**config.mk**
```make
export PLATFORM = sky130hd
export DESIGN_NAME = param_load_counter_flat
export DESIGN_NICKNAME = d
export VERILOG_FILES = /design/src/rtl/param_load_counter_if.sv /design/src/rtl/param_load_counter.sv /design/src/flat_wrapper.sv
export SDC_FILE = /design/constraint.sdc
export NUM_CORES = 1
export LEC_CHECK = 0
export BUFFER_PORTS_ARGS = -buffer_cell sky130_fd_sc_hd__buf_4
export CORE_MARGIN = 4
export CORE_UTILIZATION = 30
export DETAILED_ROUTE_END_ITERATION = 16
export PLACE_DENSITY = 0.48
export SETUP_SLACK_MARGIN = 0.5
export SLEW_MARGIN = 0
export SYNTH_ARGS = -nofsm -noshare
export SYNTH_HDL_FRONTEND = slang
export SYNTH_SLANG_ARGS = --single-unit
export TNS_END_PERCENT = 100
```
**constraint.sdc**
```tcl
create_clock -name clk -period 4.7 [get_ports clk]
set_input_delay 0.47 -clock clk [delete_from_list [all_inputs] [get_ports clk]]
set_output_delay 0.47 -clock clk [all_outputs]
set_load 0.01 [all_outputs]
```
**src/rtl/param_load_counter_if.sv**
```systemverilog
// rtl/param_load_counter_if.sv - control/data bundle between a driver and param_load_counter
interface param_load_counter_if #(
  parameter int WIDTH = 8
);
  logic             load;
  logic             enable;
  logic             up_dn;
  logic             clr_ovf;
  logic [WIDTH-1:0] data;
  logic [WIDTH-1:0] cout;
  logic             tc;
  logic             ovf;

  modport master (
    output load, enable, up_dn, clr_ovf, data,
    input  cout, tc, ovf
  );

  modport slave (
    input  load, enable, up_dn, clr_ovf, data,
    output cout, tc, ovf
  );
endinterface

```
**src/rtl/param_load_counter.sv**
```systemverilog
// rtl/param_load_counter.sv - loadable up/down counter with prescaler, wrap/saturate and sticky overflow
module param_load_counter #(
  parameter int               WIDTH     = 8,
  parameter logic [WIDTH-1:0] MAX_COUNT = {WIDTH{1'b1}},
  parameter bit               SATURATE  = 1'b0,
  parameter int               PRESCALE  = 1
) (
  input logic                  clk,
  input logic                  reset,
  param_load_counter_if.slave  bus
);
  localparam int             PS_W    = (PRESCALE > 1) ? $clog2(PRESCALE) : 1;
  localparam logic [PS_W-1:0] PS_LAST = PS_W'(PRESCALE - 1);

  logic [WIDTH-1:0] cout_q, cout_d;
  logic [PS_W-1:0]  ps_q, ps_d;
  logic             ovf_q, ovf_d;
  logic             at_bound;

  always_comb begin
    cout_d   = cout_q;
    ps_d     = ps_q;
    at_bound = 1'b0;
    if (bus.load) begin
      cout_d = (bus.data > MAX_COUNT) ? MAX_COUNT : bus.data;
      ps_d   = '0;
    end else if (bus.enable) begin
      if (ps_q == PS_LAST) begin
        ps_d = '0;
        // direction is only looked at on the step edge itself
        if (bus.up_dn) begin
          at_bound = (cout_q == MAX_COUNT);
          if (at_bound) cout_d = SATURATE ? MAX_COUNT : '0;
          else          cout_d = cout_q + WIDTH'(1);
        end else begin
          at_bound = (cout_q == '0);
          if (at_bound) cout_d = SATURATE ? '0 : MAX_COUNT;
          else          cout_d = cout_q - WIDTH'(1);
        end
      end else begin
        ps_d = ps_q + PS_W'(1);
      end
    end
    // a boundary step overrides a simultaneous clear
    ovf_d = (ovf_q & ~bus.clr_ovf) | at_bound;
  end

  always_ff @(posedge clk or negedge reset) begin
    if (!reset) begin
      cout_q <= '0;
      ps_q   <= '0;
      ovf_q  <= 1'b0;
    end else begin
      cout_q <= cout_d;
      ps_q   <= ps_d;
      ovf_q  <= ovf_d;
    end
  end

  assign bus.cout = cout_q;
  assign bus.ovf  = ovf_q;
  assign bus.tc   = bus.up_dn ? (cout_q == MAX_COUNT) : (cout_q == '0);
endmodule
```
**src/flat_wrapper.sv**
```systemverilog
// flat-port wrapper written by rule: the top's interface ports become plain ports
module param_load_counter_flat 
#(
  parameter int               WIDTH     = 8,
  parameter logic [WIDTH-1:0] MAX_COUNT = {WIDTH{1'b1}},
  parameter bit               SATURATE  = 1'b0,
  parameter int               PRESCALE  = 1
)
  (clk, reset, bus_load, bus_enable, bus_up_dn, bus_clr_ovf, bus_data, bus_cout, bus_tc, bus_ovf);
  param_load_counter_if #(.WIDTH(WIDTH)) bus_i ();
  input logic clk;
  input logic reset;
  input wire logic [$bits(bus_i.load)-1:0] bus_load;
  input wire logic [$bits(bus_i.enable)-1:0] bus_enable;
  input wire logic [$bits(bus_i.up_dn)-1:0] bus_up_dn;
  input wire logic [$bits(bus_i.clr_ovf)-1:0] bus_clr_ovf;
  input wire logic [$bits(bus_i.data)-1:0] bus_data;
  output wire logic [$bits(bus_i.cout)-1:0] bus_cout;
  output wire logic [$bits(bus_i.tc)-1:0] bus_tc;
  output wire logic [$bits(bus_i.ovf)-1:0] bus_ovf;
  assign bus_i.load = bus_load;
  assign bus_i.enable = bus_enable;
  assign bus_i.up_dn = bus_up_dn;
  assign bus_i.clr_ovf = bus_clr_ovf;
  assign bus_i.data = bus_data;
  assign bus_cout = bus_i.cout;
  assign bus_tc = bus_i.tc;
  assign bus_ovf = bus_i.ovf;
  param_load_counter #(.WIDTH(WIDTH), .MAX_COUNT(MAX_COUNT), .SATURATE(SATURATE), .PRESCALE(PRESCALE)) u_core (.clk(clk), .reset(reset), .bus(bus_i));
endmodule
```
After elaboration in Yosys (flattened, before gate mapping)
Index checks and enable logic that the tools add are counted.
{"block": "op_classes", "addsub": 3, "n_lt_le_gt_ge": 1, "n_eq_ne": 2, "muxes": 14, "n_bitwise": 3, "reduce_logical": 3}
{"operator": "$mux 8", "n": 7}
{"operator": "$add 8x1->8 const B", "n": 1}
{"operator": "$eq 8x8->1 const B", "n": 1}
{"operator": "$gt 8x8->1 const B", "n": 1}
{"operator": "$logic_not 8->1", "n": 1}
{"operator": "$sub 8x1->8 const B", "n": 1}
{"operator": "$mux 1", "n": 7}
{"operator": "$ne 2x2->1 const B", "n": 1}
{"operator": "$reduce_and 2->1", "n": 1}
{"operator": "$reduce_bool 2->1", "n": 1}
{"operator": "$add 1x1->1 const B", "n": 1}
{"operator": "$and 1x1->1", "n": 1}
{"operator": "$not 1->1", "n": 1}
{"operator": "$or 1x1->1", "n": 1}
{"block": "word_totals", "reg_bits": 10, "inputBits": 14, "out_inout_bits": 10}

Logic depth before layout (Yosys ltp)
{"block": "depth", "ltp_word": 6, "depth_mapped": 6}

Worst setup path before layout
OpenSTA, ideal clock, no wires.
{"block": "synth_path", "path_type": "register to output", "start": "reg u_core.cout_q[0] (netlist: u_core.bus.cout[0])", "end": "out bus_tc", "arrival_ns": 1.499, "slack_ns": 2.731, "path_stages_with_launch": 5, "path_buffers": 0, "path_cell_list": "dfrtp_1 > inv_1 > ha_1 > or3b_4 > o31ai_2"}
{"block": "synth_between", "elab_chain_len": 2, "word_cells_on_any_way": 3, "cone_classes": "1 x eq/ne; 1 x mux; 1 x reduce/logical"}
{"element": "start: declaration", "line": "param_load_counter.sv:15", "text": "logic [WIDTH-1:0] cout_q, cout_d;"}
{"element": "start signal: assignment", "line": "param_load_counter.sv:54", "text": "cout_q <= cout_d;"}
{"element": "$eq 8x8->1 / $logic_not 8->1 (equally long branches)", "line": "param_load_counter.sv:62", "text": "assign bus.tc = bus.up_dn ? (cout_q == MAX_COUNT) : (cout_q == '0);"}
{"element": "$mux 1 *", "line": "param_load_counter.sv:62"}
{"element": "end: declaration", "line": "flat_wrapper.sv:19", "text": "output wire logic [$bits(bus_i.tc)-1:0] bus_tc;"}
Every way passes the cells marked *; elsewhere a longest branch is shown, timed or not.

Worst setup path in the final report
Same ends and word-level chain as after synthesis.

==> impl_metrics.ini <==
[clock_tree]
numClockSinks = 9
post_cts.repair.setup_buffers = 0
ctsResizeCount = 0
clk_latency_ns = 0.27
holdBufCountCts = 0
max-clock-path-buffers = 2
tritoncts = built
cts_made_buffers = 3
cts-root-buf = clkbuf_4
cts_max_level = 1
clkTransAtPathRegs_ns = 0.07

[global_route]
globalRouteOverflowTotal = 0
grt_antenna_before_repair = 0
grt.total_usage_pct = 12.4
first_global_vias = 750
grt_pass1_wl_um = 3850
grt_max_degree = 19

[routing]
drtIter0Drc = 57
ant_nets = 0
drc_errors = 0
post_drt_via_cell_ratio = 5.50
via_count = 842
firstDrtPassIters = 4
wl_per_cell_um = 15.6
highest_layer = met4
totalWireLength_um = 2390
route.layer.met1.wl_um = 1140
wl_met2_um = 1080
met3WireLength_um = 137

[worst_setup_path]
crit_fanout = 7
crit_path_end_kind = output pin
cp.arrival_ns = 1.94
critical_path_required_ns = 4.23
startpoint = u_core.bus.cout[0]
crit_type = flop to output pin
critPathLaunchType = flop
reg2reg_from = u_core.bus.cout[0]

[timing]
worst_pin_slew_ns = 0.413
post-route-period-util_pct = 51.3
hold_viol_final = 0
finalHoldWorstSlack_ns = 0.0134
slew_viol_final = 0
fmax_mhz = 415
tns_ns = 0
max_slew_margin_pct = 72.4
layout_min_cycle_time_ns = 2.41
setup_ws_ns = 2.29
fin_skew_ns = 0.00175
rsz0062_at_grt = no
setup_viol = 0

[power_and_ir_drop]
p_leak_nw = 0.459
p_per_area_nw_per_um2 = 252
vdd_drop_max_uv = 93.6
finalPower_uw = 262

[layout]
multiInputGateArea_um2 = 547
mostFrequentLayoutCells = 23 x buf_4, 12 x nor2_1, 9 x dfrtp_1, 8 x inv_1
area_growth_pct = 15.9
num_antenna_cells = 0
drive_gt1_share_pct = 29.5
final_common_cell = buf_4
nets = 140
final_cells = 153
regArea_um2 = 225
nFillCells = 309
final_core_util_pct = 37.1
final_area_um2 = 1040

[logic_synthesis]
syn-num-nets = 120
synth.distinct_cells = 44
ys_seq_area_share_pct = 25.1
yosysWarnings = 0
ys_ff_latch = 9
synth_cells = 103
syn_area_per_cell_um2 = 8.71
synth_area_um2 = 897

[placed_design]
post-place-ws_ns = 2.60
portBuffers = 23
dpl_cell_area_um2 = 1010
dp_cells = 149
gp_congestion = 0.879
hpwl_um = 1710

[die]
pin_count = 24
dieArea_um2 = 3930
die_height_um = 62.7
chipWidth_um = 62.7
rows = 19
start_util_pct = 32.0
core_um2 = 2810

[run]
max_cap_viol_count = 0

[hold_path]
hold_path.class = input port to async pin

[outcome]
status = finished, final reports clean
synthesized netlist by cell type:
cell type	count	area share, %
a2111oi_2	1	1.7
a211oi_1	1	0.84
a211oi_2	1	1.4
a21boi_0	1	0.84
a21o_1	1	0.84
a21oi_1	6	3.3
a221oi_2	1	1.7
a22o_1	1	0.98
a31oi_1	5	3.5
a41oi_1	1	0.98
and3_1	1	0.70
and4b_1	1	1.1
buf_1	1	0.42
buf_6	2	2.5
clkbuf_8	5	7.7
dfrtp_1	9	25
ha_1	3	4.2
inv_1	8	3.3
mux2i_1	1	1.1
nand2_1	6	2.5
nand3_1	2	1.1
nand4_1	2	1.4
nor2_1	12	5.0
nor2_8	1	2.2
nor2b_1	1	0.70
nor3_1	3	1.7
o211ai_1	1	0.84
o21a_1	1	0.84
o21ai_0	3	1.7
o21ai_1	3	1.7
o221ai_1	2	2.0
o22ai_1	1	0.70
o31a_1	1	0.98
o31ai_1	3	2.5
o31ai_2	1	1.4
o41ai_1	1	0.98
o41ai_2	1	1.8
or2_2	1	0.70
or2b_2	1	0.98
or3_1	1	0.70
or3b_4	1	1.3
or4_4	1	1.3
xnor2_1	2	2.0
xor2_1	1	0.98
area by class of cell:
class | instances | share of cell area [%]
inverter | 8 | 2.89
multi-input combinational | 78 | 52.6
sequential | 9 | 21.7
clock buffer | 4 | 2.53
timing repair buffer | 23 | 16.6
tap | 31 | 3.73
critical path, stage by stage (launching register included):
cell     delay, ns
dfrtp_1       0.44
inv_1         0.15
ha_1          0.18
or3b_4        0.45
o31ai_2       0.28
buf_4         0.17
metal layers:
metal / vias to the layer above / track usage (%)
met4: 0 / 6.34
li1: 419 / -
met1: 387 / 17.1
met2: 31 / 18.2
met5: - / 0
met3: 5 / 2.52
state kept, by name, summed over array words and instances, names as in the netlist:
name	count
u_core.bus.cout	8
u_core.bus.ovf	1
where the power goes:
part	internal, mW	switching (mW)
clock	0.0329	0.0328
sequential	0.0851	0.0192
combinational	0.0440	0.0481
cell families (layout without fill, tap and decap cells):
logic type,Yosys count,count (layout),synth area share (%)
AOI/OAI and AO/OA,37,37,31.4
xor gates and xnor gates,3,3,2.93
adders and majority gates,3,3,4.18
buffers and inverters,16,35,13.9
DFF,9,9,25.1
muxes,1,1,1.12
and+or+nand+nor,34,34,21.3
final timing paths:
| kind | endpoint | slack, ns | cells after the start |
|---|---|---|---|
| min in group clk | u_core.bus.cout[1] | 0.40 | 3 |
| worst max register to register | u_core.bus.cout[4] | 2.78 | 6 |
| worst max-delay path | bus_tc | 2.29 | 5 |
| max in group asynchronous | u_core.bus.cout[4] | 4.54 | 1 |
| worst min-delay path | u_core.bus.cout[0] | 0.01 | 1 |
| worst min register to register | u_core.bus.ovf | 0.52 | 1 |
No activity file was read; power rests on OpenSTA's default activity.
